[src/rtl/irq_pending_ctrl_if.sv]
// irq_pending_ctrl_if
//   Bundles the request/acknowledge bus of irq_pending_ctrl.
//   master : the request source / interrupt consumer (drives req, mask, ack, clr_overrun)
//   slave  : the pending controller (drives irq_valid, irq_id, pending, overrun)
//   req[3:0]        raw request lines, bit 3 highest priority
//   mask[3:0]       1 = channel masked (kept pending, not presented)
//   ack             consumer acknowledge of the presented id
//   clr_overrun     clears all overrun flags
//   irq_valid       an id is being presented
//   irq_id[1:0]     encoded presented channel
//   pending[3:0]    pending vector
//   overrun[3:0]    sticky lost-edge flags
interface irq_pending_ctrl_if;
  logic [3:0] req;
  logic [3:0] mask;
  logic       ack;
  logic       clr_overrun;
  logic       irq_valid;
  logic [1:0] irq_id;
  logic [3:0] pending;
  logic [3:0] overrun;

  modport master (
    output req, mask, ack, clr_overrun,
    input  irq_valid, irq_id, pending, overrun
  );

  modport slave (
    input  req, mask, ack, clr_overrun,
    output irq_valid, irq_id, pending, overrun
  );
endinterface

[src/rtl/irq_pending_ctrl.sv]
// irq_pending_ctrl
//   Captures four request lines into pending bits (rising-edge sticky when
//   EDGE=1, registered level when EDGE=0), flags lost edges as overruns and
//   presents the highest-priority unmasked pending channel to a consumer,
//   holding the presented id stable until it is acknowledged.
//   clk  : single clock, all state on rising edge
//   rst  : synchronous active-high reset, priority over all inputs
//   bus  : irq_pending_ctrl_if.slave (req/mask/ack/clr_overrun in,
//          irq_valid/irq_id/pending/overrun out, all outputs registered)
module irq_pending_ctrl #(
  parameter bit EDGE = 1'b1
) (
  input  logic               clk,
  input  logic               rst,
  irq_pending_ctrl_if.slave  bus
);

  typedef enum logic {
    IDLE    = 1'b0,
    PRESENT = 1'b1
  } state_t;

  state_t     r_state;
  state_t     w_state_nxt;

  logic [3:0] r_req_q;
  logic [3:0] r_pending;
  logic [3:0] r_overrun;
  logic [1:0] r_irq_id;

  logic [3:0] w_edge;
  logic [3:0] w_elig;
  logic [3:0] w_ack_clr;
  logic [3:0] w_ovr_set;
  logic [1:0] w_winner;
  logic       w_irq_valid;
  logic       w_load_id;
  logic       w_ack_take;

  assign w_edge = bus.req & ~r_req_q;
  assign w_elig = r_pending & ~bus.mask;

  // Fixed priority: iterate upward so the highest set bit is the last writer.
  always_comb begin
    w_winner = '0;
    for (int unsigned i = 0; i < 4; i++) begin
      if (w_elig[i]) w_winner = 2'(i);
    end
  end

  // State register
  always_ff @(posedge clk) begin
    if (rst) r_state <= IDLE;
    else     r_state <= w_state_nxt;
  end

  // Next-state logic
  always_comb begin
    w_state_nxt = r_state;
    unique case (r_state)
      IDLE:    if (w_elig != '0) w_state_nxt = PRESENT;
      PRESENT: if (bus.ack)      w_state_nxt = IDLE;
      default: w_state_nxt = IDLE;
    endcase
  end

  // Output / control decode
  always_comb begin
    w_irq_valid = (r_state == PRESENT);
    w_load_id   = (r_state == IDLE) && (w_elig != '0);
    w_ack_take  = (r_state == PRESENT) && bus.ack;
    w_ack_clr   = '0;
    if (w_ack_take) w_ack_clr[r_irq_id] = 1'b1;
  end

  // Overrun only when the bit stays pending through this edge, i.e. it is not
  // being acknowledged in the same cycle the new edge arrives.
  assign w_ovr_set = w_edge & r_pending & ~w_ack_clr;

  always_ff @(posedge clk) begin
    if (rst) begin
      r_req_q   <= '0;
      r_pending <= '0;
      r_overrun <= '0;
      r_irq_id  <= '0;
    end else begin
      r_req_q <= bus.req;
      if (EDGE) begin
        // Set has priority over the acknowledge clear.
        r_pending <= (r_pending & ~w_ack_clr) | w_edge;
        // A new overrun survives a simultaneous clear request.
        r_overrun <= (r_overrun & ~{4{bus.clr_overrun}}) | w_ovr_set;
      end else begin
        r_pending <= bus.req;
        r_overrun <= '0;
      end
      if (w_load_id) r_irq_id <= w_winner;
    end
  end

  assign bus.irq_valid = w_irq_valid;
  assign bus.irq_id    = r_irq_id;
  assign bus.pending   = r_pending;
  assign bus.overrun   = r_overrun;

endmodule

[src/flat_wrapper.sv]
// flat-port wrapper written by rule: the top's interface ports become plain ports
module irq_pending_ctrl_flat 
#(
  parameter bit EDGE = 1'b1
)
  (clk, rst, bus_req, bus_mask, bus_ack, bus_clr_overrun, bus_irq_valid, bus_irq_id, bus_pending, bus_overrun);
  irq_pending_ctrl_if bus_i ();
  input  logic clk;
  input  logic rst;
  input wire logic [$bits(bus_i.req)-1:0] bus_req;
  input wire logic [$bits(bus_i.mask)-1:0] bus_mask;
  input wire logic [$bits(bus_i.ack)-1:0] bus_ack;
  input wire logic [$bits(bus_i.clr_overrun)-1:0] bus_clr_overrun;
  output wire logic [$bits(bus_i.irq_valid)-1:0] bus_irq_valid;
  output wire logic [$bits(bus_i.irq_id)-1:0] bus_irq_id;
  output wire logic [$bits(bus_i.pending)-1:0] bus_pending;
  output wire logic [$bits(bus_i.overrun)-1:0] bus_overrun;
  assign bus_i.req = bus_req;
  assign bus_i.mask = bus_mask;
  assign bus_i.ack = bus_ack;
  assign bus_i.clr_overrun = bus_clr_overrun;
  assign bus_irq_valid = bus_i.irq_valid;
  assign bus_irq_id = bus_i.irq_id;
  assign bus_pending = bus_i.pending;
  assign bus_overrun = bus_i.overrun;
  irq_pending_ctrl #(.EDGE(EDGE)) u_core (.clk(clk), .rst(rst), .bus(bus_i));
endmodule
[config.mk]
export PLATFORM = sky130hd
export DESIGN_NAME = irq_pending_ctrl_flat
export DESIGN_NICKNAME = d
export VERILOG_FILES = /design/src/rtl/irq_pending_ctrl_if.sv /design/src/rtl/irq_pending_ctrl.sv /design/src/flat_wrapper.sv
export SDC_FILE = /design/constraint.sdc
export NUM_CORES = 1
export LEC_CHECK = 0
export CORE_MARGIN = 4
export CORE_UTILIZATION = 40
export CTS_CLUSTER_DIAMETER = 50
export DETAILED_ROUTE_END_ITERATION = 12
export PLACE_DENSITY = 0.74
export SYNTH_ARGS = -nofsm -noshare
export SYNTH_HDL_FRONTEND = slang
export SYNTH_SLANG_ARGS = --single-unit
[constraint.sdc]
create_clock -name clk -period 1.3 [get_ports clk]
set_input_delay 0.26 -clock clk [delete_from_list [all_inputs] [get_ports clk]]
set_output_delay 0.26 -clock clk [all_outputs]
set_load 0.05 [all_outputs]
# Word level (Yosys, flattened, before mapping)
# Cells that the tools add are included.
dict set report word_totals {
  inputBits 12
  elab_cells 33
  output_inout_bits 11
  ff_bits 15
}
dict set report op_classes {
  mux 9
  reduce_logical 4
  n_bitwise 13
  magnitude_cmp 2
}
# operator count
set op_table {}
lappend op_table {{bitwise AND 4 bit} 6}
lappend op_table {{inverter 4 bit} 4}
lappend op_table {{OR 4 bit} 2}
lappend op_table {{two-way mux 1 bit} 4}
lappend op_table {{two-way mux 2 bit} 2}
lappend op_table {{two-way mux 4 bit} 1}
lappend op_table {{nonzero test 4 bit} 1}
lappend op_table {{logical AND 1 bit} 3}
lappend op_table {{< comparator 2 x 3 -> 1 bit (second input constant)} 1}
lappend op_table {{demux 1 bit (select 2 bit)} 1}
lappend op_table {{greater-or-equal comparator 2 x 1 -> 1 bit (second input constant)} 1}
lappend op_table {{one-hot mux 1 bit (2 select lines)} 1}
lappend op_table {{inverter 1 bit} 1}

# Longest topological paths before layout
# Gate-level depths: netlist of run 1.
dict set report depth {
  word_depth 8
  ltp_mapped 4
  ltp_nobuf 4
}

# Least setup slack after synthesis of run 1
# No wires, ideal clock.
dict set report synth_timing {
  path_kind {reg2reg}
  start {register u_core.r_pending[2], in the netlist u_core.bus.pending[2]}
  end {register u_core.r_irq_id[0], in the netlist u_core.bus.irq_id[0]}
  path_slack_ps -121
  arrival_time_ps 1330
  synth_period_minus_slack_ps 1421
  path_stages_with_launch 5
  required_ps 1209
  path_cell_list {dfxtp_1 > nand2b_1 > a41oi_2 > nor2_1 > a311oi_1}
}
dict set report synth_via {
  elab_chain_cells 3
  word_cells_on_any_way 5
  classes_between {mux (2); bitwise (1); reduce/logical (2)}
}
# element line_no
set synth_lines {}
lappend synth_lines {{start: declaration} irq_pending_ctrl.sv:27} ;# logic [3:0] r_pending;
lappend synth_lines {{start signal: assignment} irq_pending_ctrl.sv:90} ;# r_pending <= (r_pending & ~w_ack_clr) | w_edge;
lappend synth_lines {{start signal: assignment} irq_pending_ctrl.sv:94} ;# r_pending <= bus.req;
lappend synth_lines {{bitwise AND 4 bit (*)} irq_pending_ctrl.sv:41} ;# assign w_elig = r_pending & ~bus.mask;
lappend synth_lines {{two-way mux 2 bit or nonzero test 4 bit (tied branches)} {irq_pending_ctrl.sv:47, irq_pending_ctrl.sv:70}}
lappend synth_lines {{two-way mux 2 bit or logical AND 1 bit (tied branches)} {irq_pending_ctrl.sv:47, irq_pending_ctrl.sv:70}}
lappend synth_lines {{end signal: assignment} irq_pending_ctrl.sv:97} ;# if (w_load_id) r_irq_id <= w_winner;
lappend synth_lines {{end: declaration} irq_pending_ctrl.sv:29} ;# logic [1:0] r_irq_id;
# Every way passes the cells marked *; elsewhere a longest branch is shown, timed or not.
# A chain may end at the register's enable or synchronous reset.

# Worst setup path in the final report of run 1
dict set report layout_timing {
  start {register u_core.r_irq_id[0], in the netlist u_core.bus.irq_id[0]}
  end {output port bus_irq_id[0]}
}
# element line_no
set layout_lines {}
lappend layout_lines {{end: declaration} flat_wrapper.sv:15} ;# output wire logic [$bits(bus_i.irq_id)-1:0] bus_irq_id;
# No word-level cell between the ends.

==> metrics, run 1 <==
CP Class=reg -> out; RD Place Congestion=between 0.6 and 0.7; sequential fraction of the synthesis area=51.2%; Slew Limit Fails=0; Root Buffer=clkbuf_4; top-area cell type share of the netlist area=51.2%; Hold Crit Class=reg -> reg; hold path start=u_core.r_req_q[0]$_SDFF_PP0_; arrival time at the worst endpoint=0.96 ns; Clock power frac=around 24%; r2r endpoint=u_core.bus.overrun[2]$_SDFF_PP0_; final setup vio count=0; reg2reg start=u_core.bus.irq_valid$_SDFF_PP0_; Syn Nets=72; most frequent cells in the layout=11 x clkdlybuf4s50_1, 11 x buf_12, 10 x dfxtp_1; switching power as a share of total power=a little under a third; largest net degree at the start of global routing=11; port bufs=22; Worst Path Max Fanout=6; pwr dens=1150 nW/um^2; initial antenna violation count=0; Reg2Reg Depth=4; Area after DPL=968 um^2; Compound-Gate Fraction of Synth Area=approximately 22%; core box area=roughly 1300 um^2; met1 WL=633 um; leading area contributor after synthesis=dfxtp_1; DRT iter0 DRCs=10; diode count=0; Initial Util=between 40 and 50%; skew final=between 0.008 and 0.009 ns; cell count after placement=100; fin area=about 1000 um^2; DRT Pass-1 Iters=6; met2 WL=around 660 um; Post-Layout Cell Count=roughly 100; layout cells sized above 1=a little under a third; fin nets=around 100; clock transition at the registers of the reported paths=0.10 ns; largest family of logic cells by synthesized area=simple AND/OR/NAND/NOR gates; crit path launch type=flop; mapped cell area=a little under 600 um^2; WL met3=between 90 and 100 um; residual DRC count=0; CP bufs+invs=1; vias in the first global route=between 500 and 600; Top delay family on crit path=flip-flops; Worst Tran Pin Value=around 0.34 ns; Slew Limit Headroom=between 70% and 80%; RSZ-0062 raised after global routing=no; Critical Path RT=~1.0 ns; Synth Area in Adders=0%; switching pwr=around 0.00037 W; DIE AREA=~2100 um^2; Hold Crit Depth=2; CP max stage delay=approximately 0.50 ns; maxcap violations=0; Max VDD drop=between 700 and 800 uV; Area growth syn-to-layout=70.1%; Final Hold Viols=0; drt wl/cell=~13 um; sequential share of power=roughly 47%; post-synth cell types=20; Yosys warnings=0; Clock Latency Late Sink=~0.29 ns; I/O Pins=23; cts hold-fix bufs=0; CTS Buf Count=3; Slowest cell on crit path=dfxtp_1; pre-CTS WS=-0.135 ns; TritonCTS clock tree=built; f_max=a little over 800 MHz; crit-path cells=buf_12; Gate power share=between 20% and 30%; ANT nets after route=0; Finished Core Util=about 75%; CTS sink count=15; Die Width=46.3 um; DR vias/cell=between 5 and 6; CTS max path bufs=2; hold endpoint=u_core.bus.pending[0]$_SDFF_PP0_; fin worst setup slack=around 0.08 ns; final WL=1.40 mm; Simple-Gate Fraction of Synth Area=between 20% and 30%; Worst setup EP type=output port; vias=roughly 550; max layer used=met4; GRT Overall Usage=~15%; Post-Synth XOR/XNOR Area=0%; H-tree depth=1; synth top area cells=dfxtp_1 51%, nand2b_1 7.5%, nor2b_1 5.3%; Rows=13; GRT Residual Overflow=0; post-CTS sizing=0; number of synthesized register bits=15; HPWL after detailed placement=between 1 and 1.5 mm; mux share of post-synthesis cell area=0%; outcome=completed; first-pass GRT wire length=~2.3 mm; internal power=roughly 0.00078 W; Post-Synthesis Cells=60; Post-Syn Area per Cell=between 9 and 10 um^2; total power=roughly 0.0012 W; Die Y=roughly 46 um; minimum clock period=1.22 ns; number of post-CTS setup repair buffers=0; leak pwr=approximately 0.4 nW; Reg2Reg Setup Slack=0.17 ns; final period utilization=a little over nine tenths
==> metrics by stage <==
| step | TNS [ns] | hold WS [ns] |
|---|---|---|
| CTS | 0 | 0.521 |
| detailed placement | -0.663 | 0.506 |
| global placement | -0.514 | 0.497 |
| finish | 0 | 0.517 |
| global route | 0 | 0.543 |
| floorplan | -0.0430 | 0.332 |
==> state kept, by name, indices dropped and copies added, names as in the netlist <==
name / flops
u_core.bus.pending: 4
u_core.bus.overrun: 4
u_core.bus.irq_valid: 1
u_core.bus.irq_id: 2
u_core.r_req_q: 4
==> power groups by stage <==
| stage | Combinational, W | Clock, W | Sequential, W |
|---|---|---|---|
| floorplan | 0.0000748 | 0 | 0.000625 |
| global placement | 0.000324 | 0 | 0.000556 |
| detailed placement | 0.000327 | 0 | 0.000557 |
| CTS | 0.000328 | 0.000283 | 0.000547 |
| global route | 0.000344 | 0.000305 | 0.000553 |
| finish | 0.000326 | 0.000280 | 0.000546 |
==> cell usage after synthesis <==
library cell / instances
inv_1: 3
nand2b_4: 1
o31ai_1: 3
a32oi_1: 1
nand2b_1: 7
nand4_1: 2
nand3_1: 3
o21ai_1: 1
a311oi_1: 1
nand2_2: 1
a41oi_2: 1
nor2b_1: 5
o31ai_2: 1
a21o_1: 1
o211a_1: 1
dfxtp_1: 15
clkbuf_1: 1
nor2_1: 5
a21oi_1: 6
a2bb2oi_1: 1
==> cell type report <==
type / instances / area, um^2
sequential: 15 / 307
clock inverter: 1 / 7.51
fill: 102 / 335
inverter: 3 / 11.3
tap: 15 / 18.8
clock buffer: 3 / 22.5
timing repair buffer: 26 / 360
multi-input combinational: 41 / 272
==> cells by family (layout without fill, tap and decap cells) <==
family / Yosys count / after routing
flops: 15 / 15
compound gates: 17 / 17
simple gates: 24 / 24
buf+inv: 4 / 33
==> metal layers <==
| layer | track usage [%] | vias to the layer above |
|---|---|---|
| li1 | - | 271 |
| met4 | 6.82 | 0 |
| met3 | 2.73 | 4 |
| met1 | 18.1 | 254 |
| met5 | 0 | - |
| met2 | 25.5 | 22 |
==> worst max path at each step <==
| stage | startpoint | endpoint | slack, ns | cells past startpoint |
|---|---|---|---|---|
| floorplan | u_core.bus.pending[1]$_SDFF_PP0_ | u_core.bus.irq_id[0]$_SDFFE_PP0P_ | -0.04 | 4 |
| global placement | bus_ack | u_core.bus.overrun[2]$_SDFF_PP0_ | -0.12 | 5 |
| detailed placement | bus_ack | u_core.bus.overrun[2]$_SDFF_PP0_ | -0.14 | 5 |
| CTS | u_core.bus.irq_id[0]$_SDFFE_PP0P_ | bus_irq_id[0] | 0.08 | 1 |
| global route | u_core.bus.irq_id[0]$_SDFFE_PP0P_ | bus_irq_id[0] | 0.03 | 1 |
| finish | u_core.bus.irq_id[0]$_SDFFE_PP0P_ | bus_irq_id[0] | 0.08 | 1 |
(Power assumes the default switching activity.)
==> run 2, diff against run 1 <==
- HOLD_SLACK_MARGIN: default -> 0.1
==> results of run 2 <==
No change in the layout: final DEF, timing and power equal those of run 1.
==> run 3, diff against run 2 <==
- CAP_MARGIN: default -> 20
- CTS_CLUSTER_DIAMETER: 50 -> default
==> results of run 3 <==
No change in the layout: final DEF, timing and power equal those of run 1.
==> RTL edit (flow settings as in run 1) <==
Make the reset (`rst`) asynchronous in 2 clocked blocks. Comments in the files are not updated.
--- a/src/rtl/irq_pending_ctrl.sv
+++ b/src/rtl/irq_pending_ctrl.sv
@@ -50,5 +50,5 @@
 
   // State register
-  always_ff @(posedge clk) begin
+  always_ff @(posedge clk or posedge rst) begin
     if (rst) r_state <= IDLE;
     else     r_state <= w_state_nxt;
@@ -78,5 +78,5 @@
   assign w_ovr_set = w_edge & r_pending & ~w_ack_clr;
 
-  always_ff @(posedge clk) begin
+  always_ff @(posedge clk or posedge rst) begin
     if (rst) begin
       r_req_q   <= '0;
Function: differs if rst is asserted again (counterexample within 4 cycles, from zero or initial values and one cycle with rst high); with rst held inactive, the same outputs for 10 cycles.
==> RTL edit against run 1 <==
Wire length fell by 5.7%. Via count fell by 16%. Worst setup slack got worse by 0.0026 ns. Synthesized area rose by 1.7%. Final area fell by 2.6%. Hold slack got worse by 0.24 ns. Sequential cell count did not move.
Power is not compared: it rests on default switching activity, and its combinational part moved more than twofold at a synthesized area within 25%.
==> RTL edit: results (changes against run 1) <==
| Metric | Value |
|---|---|
| Status | finished, final reports clean |
| Post-DP HPWL | 1085 um (-0.10%) |
| Worst Skew | 0.0002134 ns (-0.008345 ns) |
| Worst Reg-to-Reg Cells | 3 (-1) |
| Placed Area | 944.7 um2 (-2.5%) |
| 1st-pass router iterations | 5 (-1) |
| Sequential element share of the synthesized area | 62.89% (+12 points) |
| Worst hold margin | 0.2770 ns (-0.2403 ns) |
| Placer Congestion | 0.7573 (+8.5%) |
| Via density | 4.957 (-6.4%) |
| Reg2reg setup slack | 0.12 ns (-0.05 ns) |
| Pin count of the biggest net entering global routing | 16 (+5) |
| N_diodes | 0 (unchanged) |
| Worst setup margin | 0.07770 ns (-0.002600 ns) |
| Nets | 91 (-11%) |
| Syn_nets | 64 (-11%) |
| Commonest cells in the netlist | 15 x dfrtp_1, 7 x nand2b_1, 6 x inv_1 |
| Synthesized area per cell | 11.48 um2 (+17%) |
| FFs w/ async S/R, synth | 100.0% (+100 points) |
| Setup WS pre-CTS | -0.1502 ns (-0.01501 ns) |
| Top cells by area, synth | dfrtp_1 63%, nand2b_1 7.3%, o22ai_1 4.2% |
| Layout cells sized above 1 | 25.64% (-5.8 points) |
| Yosys cell types | 18 (-10%) |
| Total routed wirelength | 1321 um (-5.7%) |
| Yosys warning count | 0 (unchanged) |
| Hold/Removal Path Class | in2async |
| Slew margin rel. | 81.02% (+3.8 points) |
| CP Launch Point | u_core.bus.irq_id[0] |
| CTS clock-pin slew for the worst setup and hold paths | 0.08 ns (-0.02 ns) |
| GRT Total Usage | 14.84% (-0.21 points) |
| Synth Area in Compound Gates | 15.72% (-6.5 points) |
| Iteration-0 DRC Markers | 3 (-7) |
| DP Cell Count | 89 (-11%) |
| Capturing point of the worst reg2reg path | u_core.bus.overrun[3] |
| Crit-path slowest cell | dfrtp_1 |
| First-pass GRT wire length | 2173 um (-5.7%) |
| Post-route insts no fill | 93 (-11%) |
| Vias in the first global route | 471 (-15%) |
## RTL edit: cell types whose count changed after synthesis, sizes merged, moves of 2 or more
cell	before	now
dfxtp	15	0
nor2	5	1
inv	3	6
nand2	1	5
dfrtp	0	15
nand3	3	1
o31ai	4	2
o22ai	0	4
a21oi	6	2
nor2b	5	0
## RTL edit: layout make-up
type | count | area [um2]
Multi-Input combinational cell | 30 | 187.7
Timing Repair Buffer | 23 | 337.8
Tap cell | 15 | 18.77
Clock buffer | 3 | 22.52
Clock inverter | 1 | 5.005
Sequential cell | 15 | 377.9
Fill cell | 105 | 377.9
Inverter | 6 | 22.52
## RTL edit: worst reg2reg max path, stage by stage, from the launching register on
cell and delay [ns]:
dfrtp_1 0.50, nand3_1 0.15, o21ai_0 0.28, o22ai_1 0.13
## RTL edit: routing by layer
metal / GRT usage [%] / vias up / part of all wire, %
li1: - / 227 / -
met1: 18.98 / 218 / 43
met2: 22.80 / 16 / 48
met3: 7.031 / 0 / 8.6
met4: 3.315 / 0 / 0
met5: 0 / - / 0
